## src/rtl/bp_me_cce_block_stream_adapter.sv

```systemverilog
// bp_me_cce_block_stream_adapter
//   Command path: block-wide BedRock mem command -> header/data/v/last beat stream.
//   Response path: converter beat stream -> block-wide BedRock mem response.
//   One message in flight per direction; the two directions are independent.
//   Optional feature: define BP_ME_STREAM_ADAPTER_LAST_CHECK_EN to check the response
//   last flag against the beat count implied by the response header (sticky err_o).
//   Header fields used: [3:0] msg_type, [46:44] size (log2 bytes); addr sits in [43:4].

module bp_me_cce_block_stream_adapter #(
    parameter int block_width_p  = 512,
    parameter int data_width_p   = 64,
    parameter int header_width_p = 64
) (
    input  logic                      clk_i,
    input  logic                      reset_n_i,
    input  logic [header_width_p-1:0] mem_cmd_header_i,
    input  logic [block_width_p-1:0]  mem_cmd_data_i,
    input  logic                      mem_cmd_v_i,
    output logic                      mem_cmd_ready_o,
    output logic [header_width_p-1:0] str_cmd_header_o,
    output logic [data_width_p-1:0]   str_cmd_data_o,
    output logic                      str_cmd_v_o,
    output logic                      str_cmd_last_o,
    input  logic                      str_cmd_ready_i,
    input  logic [header_width_p-1:0] str_resp_header_i,
    input  logic [data_width_p-1:0]   str_resp_data_i,
    input  logic                      str_resp_v_i,
    input  logic                      str_resp_last_i,
    output logic                      str_resp_ready_o,
    output logic [header_width_p-1:0] mem_resp_header_o,
    output logic [block_width_p-1:0]  mem_resp_data_o,
    output logic                      mem_resp_v_o,
    input  logic                      mem_resp_yumi_i,
    output logic                      err_o
);
    localparam int beats_lp     = block_width_p / data_width_p;
    localparam int cnt_width_lp = (beats_lp > 1) ? $clog2(beats_lp) : 1;

    typedef enum logic [3:0] {
        e_mem_rd    = 4'h0,
        e_mem_wr    = 4'h1,
        e_mem_uc_rd = 4'h2,
        e_mem_uc_wr = 4'h3
    } mem_type_e;

    typedef enum logic {CMD_IDLE, CMD_SEND}     cmd_state_e;
    typedef enum logic {RESP_COLLECT, RESP_HOLD} resp_state_e;

    // Index of the final beat of a message. Only the data-carrying direction
    // (writes on the command side, reads on the response side) uses more than one beat.
    function automatic logic [cnt_width_lp-1:0] last_idx_f(input logic [3:0] msg_type,
                                                           input logic [2:0] size,
                                                           input logic       data_on_wr);
        int   n;
        logic is_wr;
        logic is_rd;
        is_wr = (msg_type == e_mem_wr) || (msg_type == e_mem_uc_wr);
        is_rd = (msg_type == e_mem_rd) || (msg_type == e_mem_uc_rd);
        n     = 1;
        if ((data_on_wr && is_wr) || (!data_on_wr && is_rd)) begin
            n = (8 << size) / data_width_p;
            if (n < 1)        n = 1;
            if (n > beats_lp) n = beats_lp;
        end
        return cnt_width_lp'(n - 1);
    endfunction

    // ---------------------------------------------------------------- command path
    cmd_state_e                r_cmd_state;
    cmd_state_e                w_cmd_state_nxt;
    logic [header_width_p-1:0] r_cmd_header;
    logic [block_width_p-1:0]  r_cmd_block;
    logic [cnt_width_lp-1:0]   r_cmd_cnt;
    logic [cnt_width_lp-1:0]   r_cmd_last_idx;
    logic                      w_cmd_last;
    logic                      w_cmd_beat;
    logic                      w_cmd_accept;

    assign w_cmd_last       = (r_cmd_state == CMD_SEND) && (r_cmd_cnt == r_cmd_last_idx);
    assign w_cmd_beat       = (r_cmd_state == CMD_SEND) && str_cmd_ready_i;
    assign mem_cmd_ready_o  = (r_cmd_state == CMD_IDLE) || (w_cmd_beat && w_cmd_last);
    assign w_cmd_accept     = mem_cmd_v_i && mem_cmd_ready_o;
    assign str_cmd_v_o      = (r_cmd_state == CMD_SEND);
    assign str_cmd_last_o   = w_cmd_last;
    assign str_cmd_header_o = r_cmd_header;
    assign str_cmd_data_o   = r_cmd_block[data_width_p-1:0];

    // Command FSM state register.
    always_ff @(posedge clk_i or negedge reset_n_i) begin
        // NOTE: sequential state uses non-blocking assignments so every flop samples pre-edge values.
        if (!reset_n_i) r_cmd_state <= CMD_IDLE;
        else            r_cmd_state <= w_cmd_state_nxt;
    end

    // Command FSM next state; a command accepted on the last beat keeps us in SEND.
    always_comb begin
        // NOTE: default assigned first so no path leaves the signal unassigned (no latch).
        w_cmd_state_nxt = r_cmd_state;
        case (r_cmd_state)
            CMD_IDLE: if (w_cmd_accept) w_cmd_state_nxt = CMD_SEND;
            CMD_SEND: if (w_cmd_beat && w_cmd_last && !w_cmd_accept) w_cmd_state_nxt = CMD_IDLE;
            default:  w_cmd_state_nxt = CMD_IDLE;
        endcase
    end

    // Command datapath: latch the block, then shift it down one beat per handshake.
    always_ff @(posedge clk_i or negedge reset_n_i) begin
        // NOTE: held data registers are reset too, so outputs are defined zeros out of reset.
        if (!reset_n_i) begin
            r_cmd_header   <= '0;
            r_cmd_block    <= '0;
            r_cmd_cnt      <= '0;
            r_cmd_last_idx <= '0;
        end else if (w_cmd_accept) begin
            r_cmd_header   <= mem_cmd_header_i;
            r_cmd_block    <= mem_cmd_data_i;
            r_cmd_cnt      <= '0;
            r_cmd_last_idx <= last_idx_f(mem_cmd_header_i[3:0], mem_cmd_header_i[46:44], 1'b1);
        end else if (w_cmd_beat) begin
            r_cmd_cnt      <= r_cmd_cnt + cnt_width_lp'(1);
            r_cmd_block    <= r_cmd_block >> data_width_p;
        end
    end

    // ---------------------------------------------------------------- response path
    resp_state_e               r_resp_state;
    resp_state_e               w_resp_state_nxt;
    logic [header_width_p-1:0] r_resp_header;
    logic [block_width_p-1:0]  r_resp_data;
    logic [cnt_width_lp-1:0]   r_resp_cnt;
    logic                      r_resp_first;
    logic                      w_resp_beat;
    logic                      w_resp_done;

    assign w_resp_beat       = (r_resp_state == RESP_COLLECT) && str_resp_v_i;
    assign str_resp_ready_o  = (r_resp_state == RESP_COLLECT);
    assign mem_resp_v_o      = (r_resp_state == RESP_HOLD);
    assign mem_resp_header_o = r_resp_header;
    assign mem_resp_data_o   = r_resp_data;

`ifdef BP_ME_STREAM_ADAPTER_LAST_CHECK_EN
    logic [3:0]              w_resp_type;
    logic [2:0]              w_resp_size;
    logic [cnt_width_lp-1:0] w_resp_exp_idx;
    logic                    w_resp_overrun;
    logic                    w_resp_bad;
    logic                    r_err;

    // The first beat's header is not latched yet, so take its fields straight from the port.
    assign w_resp_type    = r_resp_first ? str_resp_header_i[3:0]   : r_resp_header[3:0];
    assign w_resp_size    = r_resp_first ? str_resp_header_i[46:44] : r_resp_header[46:44];
    assign w_resp_exp_idx = last_idx_f(w_resp_type, w_resp_size, 1'b0);
    assign w_resp_overrun = !str_resp_last_i && (r_resp_cnt == cnt_width_lp'(beats_lp - 1));
    assign w_resp_bad     = w_resp_beat &&
                            ((str_resp_last_i && (r_resp_cnt != w_resp_exp_idx)) || w_resp_overrun);
    assign w_resp_done    = w_resp_beat && (str_resp_last_i || w_resp_overrun);
    assign err_o          = r_err;

    // Sticky protocol error: wrong last position or a block-filling beat without last.
    always_ff @(posedge clk_i or negedge reset_n_i) begin
        if (!reset_n_i)      r_err <= 1'b0;
        else if (w_resp_bad) r_err <= 1'b1;
    end
`else
    assign w_resp_done = w_resp_beat && str_resp_last_i;
    assign err_o       = 1'b0;
`endif

    // Response FSM state register.
    always_ff @(posedge clk_i or negedge reset_n_i) begin
        if (!reset_n_i) r_resp_state <= RESP_COLLECT;
        else            r_resp_state <= w_resp_state_nxt;
    end

    // Response FSM next state: collect until the final beat, hold until consumed.
    always_comb begin
        w_resp_state_nxt = r_resp_state;
        case (r_resp_state)
            RESP_COLLECT: if (w_resp_done)     w_resp_state_nxt = RESP_HOLD;
            RESP_HOLD:    if (mem_resp_yumi_i) w_resp_state_nxt = RESP_COLLECT;
            default:      w_resp_state_nxt = RESP_COLLECT;
        endcase
    end

    // Response datapath: first beat clears (or replicates into) the block, later beats fill slot k.
    always_ff @(posedge clk_i or negedge reset_n_i) begin
        if (!reset_n_i) begin
            r_resp_header <= '0;
            r_resp_data   <= '0;
            r_resp_cnt    <= '0;
            r_resp_first  <= 1'b1;
        end else if (w_resp_beat) begin
            r_resp_cnt   <= r_resp_cnt + cnt_width_lp'(1);
            r_resp_first <= 1'b0;
            if (r_resp_first) begin
                r_resp_header <= str_resp_header_i;
                if (str_resp_last_i) r_resp_data <= {beats_lp{str_resp_data_i}};
                else                 r_resp_data <= block_width_p'(str_resp_data_i);
            end else begin
                r_resp_data[int'(r_resp_cnt)*data_width_p +: data_width_p] <= str_resp_data_i;
            end
        end else if ((r_resp_state == RESP_HOLD) && mem_resp_yumi_i) begin
            r_resp_cnt   <= '0;
            r_resp_first <= 1'b1;
        end
    end

endmodule

```

## config.mk

```make
export PLATFORM = sky130hd
export DESIGN_NAME = bp_me_cce_block_stream_adapter
export DESIGN_NICKNAME = d
export VERILOG_FILES = /design/src/rtl/bp_me_cce_block_stream_adapter.sv
export SDC_FILE = /design/constraint.sdc
export NUM_CORES = 2
export LEC_CHECK = 0
export CORE_AREA = 2 2 551 553
export CTS_CLUSTER_SIZE = 8
export DETAILED_ROUTE_END_ITERATION = 8
export DIE_AREA = 0 0 553 555
export MAX_ROUTING_LAYER = met4
export PLACE_DENSITY = 0.35
export SYNTH_ARGS = -nofsm -noshare
export SYNTH_HDL_FRONTEND = slang
export SYNTH_SLANG_ARGS = --single-unit
```

## constraint.sdc

```tcl
create_clock -name clk_i -period 6.4 [get_ports clk_i]
set_clock_uncertainty 0.05 [all_clocks]
set_input_delay 1.28 -clock clk_i [delete_from_list [all_inputs] [get_ports clk_i]]
set_output_delay 1.28 -clock clk_i [all_outputs]
set_load 0.01 [all_outputs]
```

After elaboration in Yosys (flattened, before gate mapping)
Cells that the tools add are included.
- register bits after elaboration: 1164
- output and inout port bits: 710
- word-level logic and storage cells: 64
- $add $sub $neg: 5
- magnitude comparators: 2
- equal/unequal tests: 3
- shift-type cells: 3
- mux-type cells: 23
- bitwise logic cells: 3
- reduce and logical (&&, ||, !) cells: 15
- operators with widths (cell ; count):
    two-way mux 512 bit ; 4
    bitwise mux 512 bit ; 1
    variable shift 64 x 33 -> 512 bit, first input constant ; 1
    indexed part select 64 x 33 -> 512 bit ; 1
    two-way mux 32 bit ; 3
    negator 9 -> 33 bit ; 1
    adder 32 x 1 -> 32 bit ; 1
    greater-than comparator 32 x 5 -> 1 bit, second input constant ; 1
    less-than comparator 32 x 2 -> 1 bit, second input constant ; 1
    << shifter 4 x 3 -> 32 bit, first input constant ; 1
    two-way mux 3 bit ; 7
    logical AND 1 bit ; 8
    adder 3 x 1 -> 3 bit, second input constant ; 2
    two-way mux 1 bit ; 6
    OR reduction 6 bit ; 1
    equality test 4 x 1 -> 1 bit, second input constant ; 1
    equality test 4 x 2 -> 1 bit, second input constant ; 1
    one-hot mux 1 bit (2 select lines) ; 2
    nonzero test 2 bit ; 2
    equality test 3 bit ; 1
    subtractor 3 x 2 -> 3 bit, second input constant ; 1
    logical OR 1 bit ; 2
    NOT 1 bit ; 2
    AND reduction 2 bit ; 1
    other kinds (2) ; 2

Logic depth before layout (Yosys ltp)
- word-level depth: 13
- depth in mapped cells: 11
- mapped depth without buffers: 7

Worst setup path before layout
No wires, ideal clock.
- path kind: input port to output port
- start: input port str_cmd_ready_i
- end: output port mem_cmd_ready_o
- data arrival time: 2291 ps
- path slack: 2779 ps
- stages: 6
- path buffers: 4
- cell sequence: buf_2 > buf_2 > buf_2 > clkbuf_1 > nand2_1 > nand2_1
- cells in the longest elaborated chain, start to end: 3
- RTL lines (item ; RTL line ; source):
    from (decl) ; 24 ; input logic str_cmd_ready_i,
    logical AND 1 bit ; 80 ; assign w_cmd_beat = (r_cmd_state == CMD_SEND) && str_cmd_ready_i;
    logical AND 1 bit ; 81 ; assign mem_cmd_ready_o = (r_cmd_state == CMD_IDLE) || (w_cmd_beat && w_cmd_last);
    logical OR 1 bit ; 81 ;
    to (decl) ; 19 ; output logic mem_cmd_ready_o,
Every way passes these cells.

Worst setup path in the final report
- start: register r_cmd_state (netlist: str_cmd_v_o)
- end: output port str_cmd_last_o
- cells in the longest elaborated chain, start to end: 1
- RTL lines (item ; RTL line ; source):
    from (decl) ; 69 ; cmd_state_e r_cmd_state;
    from (signal assigned) ; 92 ; else r_cmd_state <= w_cmd_state_nxt;
    logical AND 1 bit ; 79 ; assign w_cmd_last = (r_cmd_state == CMD_SEND) && (r_cmd_cnt == r_cmd_last_idx);
    to (decl) ; 23 ; output logic str_cmd_last_o,
Every way passes these cells.

==> summary.txt <==
Synth
  – Synth async-reset ratio: 100%
  – Sequential fraction of the synthesis area: 50.0%
  – Yosys cell types: 57
  – Synth Area in Adders: 0.107%
  – Avg Inst Size Synth: 10.4 um2
  – Main combinational cell family by area after synthesis: compound AO/OA/AOI/OAI gates
  – Yosys warnings: 0
  – Register bit total from synthesis: 1164
  – Synthesized netlist net count: 6308
  – Syn Inst Count: 5592
  – Mux share of post-synthesis cell area: 6.03%
  – Number of flops mapped to enable cells by yosys: 0
  – Synth Area in Simple Gates: 10.6%
  – Compound-cell area share of the yosys netlist: 27.7%
  – Synth Area in XOR/XNOR: 0.114%
  – Post-Syn Area: 58300 um2
  – Prevailing post-synth register cell: dfrtp_1

Clocking
  – Total CTS buffers: 176
  – Worst skew pair latency: 0.89 ns
  – Htree depth: 4
  – Post-CTS setup buffers: 0
  – CTS tree: yes
  – Clk slew on worst S/H paths: 0.06 ns
  – Clock Sinks: 1164
  – CTS Buffer Depth: 4
  – Clock Tree Root: clkbuf_16
  – Post-CTS sizing: 0
  – # hold bufs at CTS: 0

Timing
  – Crit share post-route: 77.2%
  – Sum Neg Setup Slack: 0 ns
  – RSZ-0062 raised after global routing: no
  – Achievable frequency: 0.202 GHz
  – Worst slew pin tran: 1.41 ns
  – Final WS setup: 1.46 ns
  – Slew Limit Fails: 0
  – Final worst path period need: 4.94 ns
  – Worst rel slew slack: 5.83%
  – Count of final setup violators: 0
  – Final Hold Violating Endpoints: 0

Power
  – VDD IR-drop max: 0.406 mV
  – Pleak: 0.0327 uW
  – Final Power: 44000 uW
  – Pwr dens: 545 nW/um2

Cells and area
  – Number of cells in the finished layout apart from fillers: 10800
  – Final instance area: 80700 um2
  – Layout net count: 7376
  – Share of cells above drive strength 1: 7.52%
  – Layout fillers: 31600
  – Area grow syn2layout: 38.4%

Place
  – Placed insts: 10500
  – Detailed Place HPWL: 247000 um
  – Post-placement cell area: 75500 um2
  – Worst slack, placed: 2.06 ns
  – Port bufs: 1419
  – Placer Congestion: 0.868

Run status
  – Status: finished, final reports clean

Die
  – Initial Util: 19.4%
  – Row count: 202
  – Die Y: 555 um
  – Die area: 307000 um2
  – Num ports: 1421
  – Core Region: 301000 um2
  – Die Span X: 553 um

Worst setup path
  – Crit. End Element: output pin
  – Worst path required time: 5.07 ns
  – CP Max Fanout: 111
  – Startpoint Class: flip-flop
  – Critical path class: reg -> out
  – Critical path arrival: 3.61 ns
  – WP buf/inv: 2
  – Crit path cell chain: inv_8 > nor4_1 > clkdlybuf4s50_1
  – Worst path top cell family by delay: buffers and inverters
  – Worst path max stage delay: 0.93 ns
  – Critical-path top delay cell: dfrtp_4

Global route
  – Vias in the first global route: 52100
  – First-pass GRT wire length: 477000 um
  – Initial antenna violation count: 210
  – Largest net degree at the start of global routing: 211
  – Grt ovf: 0
  – All-Layer GR Usage: 22.5%

Job
  – Max-Cap Viols: 0

Drt
  – Vias per cell: 4.96
  – DRT antenna net count: 0
  – Starting DRT DRC Count: 5094
  – Routed WL per cell: 32.2 um
  – Routed via count: 53600
  – Residual DRC: 0
  – Post-Route WL: 348000 um
  – Pre-Repair DR Iteration Count: 5

Worst hold path
  – Hold Path Class: in -> async
final timing paths:
kind / cells after the start / slack (ns) / startpoint / endpoint
setup / recovery: 3 / 1.46 / str_cmd_v_o / str_cmd_last_o
hold / removal: 1 / 0.33 / reset_n_i / r_cmd_block[100]
setup reg to reg: 6 / 2.54 / str_cmd_v_o / r_cmd_block[12]
hold reg to reg: 2 / 0.43 / mem_resp_data_o[118] / mem_resp_data_o[118]
max in group asynchronous: 3 / 4.25 / reset_n_i / mem_resp_data_o[142]
min in group clk_i: 2 / 0.43 / mem_resp_data_o[118] / mem_resp_data_o[118]
placed cells by master, fill, tap and decap left out, types with 101 or more instances in the layout:
master | netlist | final
o31ai_1 | 321 | 321
clkbuf_16 | 0 | 180
mux2i_1 | 133 | 133
o21ai_0 | 328 | 328
diode_2 | 0 | 101
mux2_2 | 154 | 154
a211o_1 | 320 | 320
nand2_1 | 334 | 332
o221a_1 | 419 | 419
clkdlybuf4s50_1 | 0 | 1416
nor2_1 | 1017 | 1016
o2bb2ai_1 | 192 | 192
dfrtp_1 | 1163 | 1162
routing by layer:
metal,wire (um),track usage (%)
met1,147000,27.9
met2,156000,34.0
met3,31100,7.34
met4,14100,8.38
met5,0,-
metrics by stage:
stage | hold WS (ns) | util, %
after floorplan | 0.445 | -
after detailed placement | 0.419 | 25.1
after global routing | 0.339 | 26.8
after CTS | 0.309 | 26.7
after global placement | 0.414 | 25.1
final | 0.328 | 26.8
sequential cells by signal (all words and copies together), names as in the netlist:
signal and cells:
r_cmd_block 512, r_resp_cnt 3, str_cmd_header_o 64, r_cmd_last_idx 3, str_cmd_v_o 1, mem_resp_header_o 64
r_resp_first 1, mem_resp_data_o 512, mem_resp_v_o 1, r_cmd_cnt 3
cell usage after synthesis (2+ instances only):
library cell | number | share of area [%]
a211o_1 | 320 | 4.8
a211oi_1 | 64 | 0.82
a21boi_1 | 2 | 0.026
a21o_1 | 3 | 0.039
a21oi_1 | 3 | 0.026
a221o_1 | 64 | 1.1
a31oi_1 | 64 | 0.69
and2_1 | 3 | 0.032
and4bb_2 | 2 | 0.043
buf_1 | 28 | 0.18
buf_2 | 154 | 1.3
buf_4 | 69 | 0.89
buf_6 | 56 | 1.1
clkbuf_1 | 305 | 2.0
dfrtp_1 | 1163 | 50
ha_1 | 5 | 0.11
inv_1 | 7 | 0.045
mux2_1 | 40 | 0.77
mux2_2 | 154 | 3.0
mux2i_1 | 133 | 2.3
nand2_1 | 334 | 2.2
nand2b_1 | 69 | 0.74
nand3_1 | 2 | 0.017
nor2_1 | 1017 | 6.5
nor2b_1 | 78 | 0.84
nor4_1 | 4 | 0.043
o211ai_1 | 4 | 0.052
o21ai_0 | 328 | 2.8
o21ai_1 | 64 | 0.55
o21bai_1 | 2 | 0.026
o221a_1 | 419 | 8.1
o221a_2 | 29 | 0.56
o221ai_1 | 64 | 0.96
o2bb2ai_1 | 192 | 2.9
o31ai_1 | 321 | 4.1
o41a_1 | 2 | 0.039
xnor2_1 | 2 | 0.030
xor2_2 | 3 | 0.084
area by class of cell:
cell class | count | area [um2] | area share (%)
antenna | 101 | 253 | 0.313
clock buffer | 234 | 4820 | 5.97
clock inverter | 11 | 164 | 0.203
inverter | 9 | 48.8 | 0.0605
multi-input combinational | 3806 | 26100 | 32.4
sequential | 1164 | 29100 | 36.1
tap | 3978 | 4980 | 6.17
timing repair buffer | 1503 | 15200 | 18.8
report_power, final:
| part | internal, uW | switching (uW) | total (uW) |
|---|---|---|---|
| combinational | 9690 | 10800 | 20400 |
| clock | 5220 | 3820 | 9040 |
| sequential | 11100 | 3380 | 14500 |
cell families after synthesis:
family,after synthesis
compound gates,1951
xor+xnor,5
fa+ha+maj,5
buf+inv,622
flops,1164
mux,327
other cells,1
simple gates,1517
Note: power is estimated with default switching activity, not from simulation.
